### src/rtl/seq_det_n_if.sv
// rtl/seq_det_n_if.sv - control, data and status bundle for the serial pattern detector
interface seq_det_n_if #(
  parameter int LEN   = 3,
  parameter int CNT_W = 8
);
  logic             en;
  logic             x;
  logic [LEN-1:0]   pat;
  logic             pat_ld;
  logic             overlap;
  logic             clr_cnt;
  logic             z;
  logic [CNT_W-1:0] match_cnt;
  logic             cnt_sat;

  // Source side: drives samples and control, observes match status
  modport master (
    output en, x, pat, pat_ld, overlap, clr_cnt,
    input  z, match_cnt, cnt_sat
  );

  // Detector side
  modport slave (
    input  en, x, pat, pat_ld, overlap, clr_cnt,
    output z, match_cnt, cnt_sat
  );
endinterface

### src/rtl/seq_det_n.sv
// rtl/seq_det_n.sv - serial bit-pattern detector with loadable pattern and saturating match counter
module seq_det_n #(
  parameter int             LEN     = 3,
  parameter int             CNT_W   = 8,
  parameter logic [LEN-1:0] RST_PAT = LEN'(3'b011)
) (
  input  logic        clk,
  input  logic        nrst,
  seq_det_n_if.slave  bus
);
  localparam int             FW        = $clog2(LEN + 1);
  localparam logic [FW-1:0]  FILL_FULL = FW'(LEN);

  logic [LEN-1:0]   hist_q, hist_d;
  logic [FW-1:0]    fill_q, fill_d;
  logic [LEN-1:0]   pat_q, pat_d;
  logic             z_q, z_d;
  logic [CNT_W-1:0] cnt_q, cnt_d;

  logic [LEN-1:0]   nh;
  logic [FW-1:0]    nf;
  logic             hit;

  // Shift/fill/pattern update; a pattern load restarts detection and wins over a sample
  always_comb begin
    hist_d = hist_q;
    fill_d = fill_q;
    pat_d  = pat_q;
    z_d    = 1'b0;
    hit    = 1'b0;
    nh     = {hist_q[LEN-2:0], bus.x};
    nf     = (fill_q == FILL_FULL) ? FILL_FULL : fill_q + FW'(1);
    if (bus.pat_ld) begin
      pat_d  = bus.pat;
      hist_d = '0;
      fill_d = '0;
    end else if (bus.en) begin
      // fill guards against matching on bits left over from before a restart
      hit    = (nf == FILL_FULL) && (nh == pat_q);
      hist_d = nh;
      z_d    = hit;
      fill_d = (hit && !bus.overlap) ? '0 : nf;
    end
  end

  // Match counter: clear first, then count, never wrap past all-ones
  always_comb begin
    cnt_d = cnt_q;
    if (bus.clr_cnt) begin
      cnt_d = '0;
    end
    if (hit && !(&cnt_d)) begin
      cnt_d = cnt_d + CNT_W'(1);
    end
  end

  // State registers with asynchronous active-low reset
  always_ff @(posedge clk or negedge nrst) begin
    if (!nrst) begin
      hist_q <= '0;
      fill_q <= '0;
      pat_q  <= RST_PAT;
      z_q    <= 1'b0;
      cnt_q  <= '0;
    end else begin
      hist_q <= hist_d;
      fill_q <= fill_d;
      pat_q  <= pat_d;
      z_q    <= z_d;
      cnt_q  <= cnt_d;
    end
  end

  assign bus.z         = z_q;
  assign bus.match_cnt = cnt_q;
  assign bus.cnt_sat   = &cnt_q;
endmodule

### src/flat_wrapper.sv
// flat-port wrapper written by rule: the top's interface ports become plain ports
module seq_det_n_flat 
#(
  parameter int             LEN     = 3,
  parameter int             CNT_W   = 8,
  parameter logic [LEN-1:0] RST_PAT = LEN'(3'b011)
)
  (clk, nrst, bus_en, bus_x, bus_pat, bus_pat_ld, bus_overlap, bus_clr_cnt, bus_z, bus_match_cnt, bus_cnt_sat);
  seq_det_n_if #(.LEN(LEN), .CNT_W(CNT_W)) bus_i ();
  input  logic clk;
  input  logic nrst;
  input wire logic [$bits(bus_i.en)-1:0] bus_en;
  input wire logic [$bits(bus_i.x)-1:0] bus_x;
  input wire logic [$bits(bus_i.pat)-1:0] bus_pat;
  input wire logic [$bits(bus_i.pat_ld)-1:0] bus_pat_ld;
  input wire logic [$bits(bus_i.overlap)-1:0] bus_overlap;
  input wire logic [$bits(bus_i.clr_cnt)-1:0] bus_clr_cnt;
  output wire logic [$bits(bus_i.z)-1:0] bus_z;
  output wire logic [$bits(bus_i.match_cnt)-1:0] bus_match_cnt;
  output wire logic [$bits(bus_i.cnt_sat)-1:0] bus_cnt_sat;
  assign bus_i.en = bus_en;
  assign bus_i.x = bus_x;
  assign bus_i.pat = bus_pat;
  assign bus_i.pat_ld = bus_pat_ld;
  assign bus_i.overlap = bus_overlap;
  assign bus_i.clr_cnt = bus_clr_cnt;
  assign bus_z = bus_i.z;
  assign bus_match_cnt = bus_i.match_cnt;
  assign bus_cnt_sat = bus_i.cnt_sat;
  seq_det_n #(.LEN(LEN), .CNT_W(CNT_W), .RST_PAT(RST_PAT)) u_core (.clk(clk), .nrst(nrst), .bus(bus_i));
endmodule
### config.mk
export PLATFORM = sky130hd
export DESIGN_NAME = seq_det_n_flat
export DESIGN_NICKNAME = d
export VERILOG_FILES = /design/src/rtl/seq_det_n_if.sv /design/src/rtl/seq_det_n.sv /design/src/flat_wrapper.sv
export SDC_FILE = /design/constraint.sdc
export NUM_CORES = 1
export LEC_CHECK = 0
export BUFFER_PORTS_ARGS = -buffer_cell sky130_fd_sc_hd__buf_2
export CORE_UTILIZATION = 45
export CTS_CLUSTER_SIZE = 14
export DETAILED_ROUTE_END_ITERATION = 6
export PLACE_DENSITY = 0.72
export SKIP_LAST_GASP = 1
export SYNTH_ARGS = -nofsm -noshare
export SYNTH_HDL_FRONTEND = slang
export SYNTH_SLANG_ARGS = --single-unit
### constraint.sdc
create_clock -name clk -period 1.6 [get_ports clk]
set_input_delay 0.24 -clock clk [delete_from_list [all_inputs] [get_ports clk]]
set_output_delay 0.24 -clock clk [all_outputs]
set_load 0.03 [all_outputs]
==> results.cfg <==
[clocking]
numCtsBuffers = 3
clockRootBuffer = clkbuf_4
clock_tree.htree_level_count = 1
clk_transition_reported_paths_ns = 0.09
cts_num_sinks = 16
ctsLongestPathBuffers = 2
worst_skew_pair.late_latency_ns = 0.29
cts_tree = yes

[drt]
drt_first_iter_violations = 10
detailroute.via_count = 714
antenna_left = 0
wl_per_cell_um = 13.8
vias_per_cell = 5.21
remaining_design_rule_violation_count = 0
dr.pass1.iters = 4
routed_wl_um = 1890

[global_route]
sum_of_overflow_across_all_layers_after_global_routing = 0
grt_first_pass_wirelength_um = 2930
grt_antenna_before_repair = 0
grt_pass1_vias = 699
globalRouteTotalUtil_pct = 20.6
grt_max_degree = 17

[synth]
yosysWarnings = 0
synth_largest_type_area_fraction_pct = 43.1
combinational_family_with_the_most_area_after_synthesis = simple AND/OR/NAND/NOR gates
yosys-mux-area-fraction_pct = 6.63
ys_seq_elements = 16
post_synth_most_frequent_cells = dfrtp_1 (14), a21oi_1 (8), nor2_1 (6)
synth_async_sr_flop_share_pct = 100
yosys.area_share.xor_xnor_pct = 4.31
ys_dominant_reg_cell = dfrtp_1
share_of_synthesized_area_occupied_by_flip_flops_and_latches_pct = 49.6
synthAdderAreaFrac_pct = 1.54
synth_compound_area_share_pct = 14.2
syn-cell-area_um2 = 812
netlist_top_cells_area = dfrtp_1 (43%), dfstp_2 (6.5%), a21oi_1 (4.9%)
synthesized_netlist_cell_count = 80
synth_enable_flop_cells = 0
synth_fp_nets = 91
synthDistinctLibCells = 31
avgSynthCellArea_um2 = 10.2
synth_simple_gate_area_share_pct = 19.3
synth.most_common_cell = dfrtp_1
library_cell_with_the_largest_summed_area_after_synthesis = dfrtp_1

[placement]
place_worst_setup_slack_ns = -0.153
dp_cells = 130
place_hpwl_um = 1310
place.gp.congestion = 0.804
placement.io_buffers = 19

[timing]
tightest_slew_ns = 0.378
timing_max_transition_violations_final = 0
finalWorstSetupSlack_ns = -0.0494
min_period_over_period_pct = 103
fmax_mhz = 606
rsz_0062_raised_after_global_routing = yes
finalCriticalPeriod_ns = 1.65
clock_skew_ns = 0.00959
finalSetupViolCount = 2
timing.setup.tns_ns = -0.0930
finalHoldViolCount = 0
slew-limit-headroom_pct = 74.8

[final_layout]
drive_above_1_share_pct = 51.3
antenna_diode_count = 0
fillCellCount = 119
syn_to_final_growth_pct = 39.4
post-route-util_pct = 71.0
nNetsFinal = 125
multi_input_area_um2 = 457
finish.cell_count_without_fillers = 137
seq_area_um2 = 405

[outcome]
status = complete, but fails checks
failed_checks = negative setup slack

[floorplanning]
initial_core_util_pct = 50.9
vertical_extent_of_the_die_um = 44.5
design.portCount = 20
core.rowCount = 14
die-area_um2 = 1980
coreArea_um2 = 1590
chip_width_um = 44.5

[worst_setup_path]
cp.arrival_ns = 1.86
crit_type = reg2reg
cpLargestDelayFamily = simple AND/OR/NAND/NOR gates
worst_path_largest_cell_delay_ns = 0.56
crit_path_top_delay_cell = dfstp_2
path_cells = xnor2_2 > nand4_1 > buf_6 > or4_1 > a21oi_1
end_kind = register
critical_path.max_fanout = 8
cp_num_buf_inv = 1
cp_data_required_time_ns = 1.81
sort_of_element_at_the_start_of_the_critical_path = register

[power]
finalPower_uw = 744
pwr_dens_nw_per_um2 = 657
vdd_drop_max_v = 0.000491
leakage_uw = 0.000502

[job]
max_cap_viol_count = 0

[min_path]
min_path_type = in2reg
[flip-flops by register name (all words and copies together) (netlist names)]
register	flops
u_core.bus.match_cnt	8
u_core.bus.z	1
u_core.fill_q	2
u_core.hist_q	2
u_core.pat_q	3
[through the flow]
step	hold slack, ns	instance area [µm²]
detailed placement	0.176	1020
finish	0.197	1130
CTS	0.193	1090
floorplan	-0.0556	843
global route	0.192	1130
global placement	0.169	1020
[layout by cell type, fill, tap and decap left out, types with 3 or more instances in the layout]
master,netlist,routed
nand2_1,4,3
mux2_2,3,3
nor2_1,6,5
a21oi_1,8,5
inv_1,4,4
dfrtp_1,14,12
buf_4,0,11
a21oi_2,0,3
nand4_1,3,3
buf_2,2,19
clkbuf_4,0,3
[cell families (layout without fill, tap and decap cells)]
kind of cell | Yosys count | count (layout)
AOI/OAI and AO/OA | 18 | 18
xor gates and xnor gates | 4 | 4
adders and majority gates | 1 | 1
buffers and inverters | 7 | 40
DFF | 16 | 16
muxes | 5 | 5
and+or+nand+nor | 29 | 29
[layout make-up]
class                           count  area share, %
Tap cell                           24           2.65
Sequential cell                    16           35.8
Timing Repair Buffer               32           17.6
Clock buffer                        4           2.32
Inverter                            4           1.33
Multi-Input combinational cell     57           40.3
[report_power, final]
part	total (µW)	switching (µW)	internal, µW
registers	433	11.5	422
clock network	227	130	96.7
logic	83.9	40.2	43.7
total	744	182	562
[worst reg2reg max path, delay by kind of cell (launching register included)]
family | cells | cell delay, ns
AO/OA/AOI/OAI | 1 | 0.13
XOR/XNOR | 1 | 0.12
buffers and inverters | 1 | 0.16
flip-flops | 1 | 0.56
AND/OR/NAND/NOR | 2 | 0.61
[timing repair]
| item | CTS | global route |
|---|---|---|
| pin swaps | 6 | 3 |
| hold buffers | 1 | 0 |
| setup buffers | 2 | 0 |
| setup endpoints to repair | 8 | 8 |
| hold endpoints to repair | 14 | 0 |
| gates resized for setup | 3 | 8 |
[routing by layer]
layer,wire (µm),part of all wire (%),GRT usage (%),up-vias
met5,0,0,0,-
met1,929,49,27.8,346
met2,907,48,31.8,13
met4,0,0,10.3,0
li1,-,-,-,355
met3,54,2.9,3.67,0
[path summary, 6_finish.rpt]
kind / from / end / slack (ns) / depth (start not counted)
max: u_core.pat_q[0] / u_core.bus.match_cnt[5] / -0.05 / 5
min: bus_pat[2] / u_core.pat_q[2] / 0.20 / 2
max reg2reg: u_core.pat_q[0] / u_core.bus.match_cnt[5] / -0.05 / 5
min reg2reg: u_core.pat_q[2] / u_core.pat_q[2] / 0.54 / 1
max in group asynchronous: nrst / u_core.pat_q[0] / 0.89 / 2
min in group asynchronous: nrst / u_core.bus.match_cnt[6] / 0.39 / 2
No activity file was read; power rests on OpenSTA's default activity.
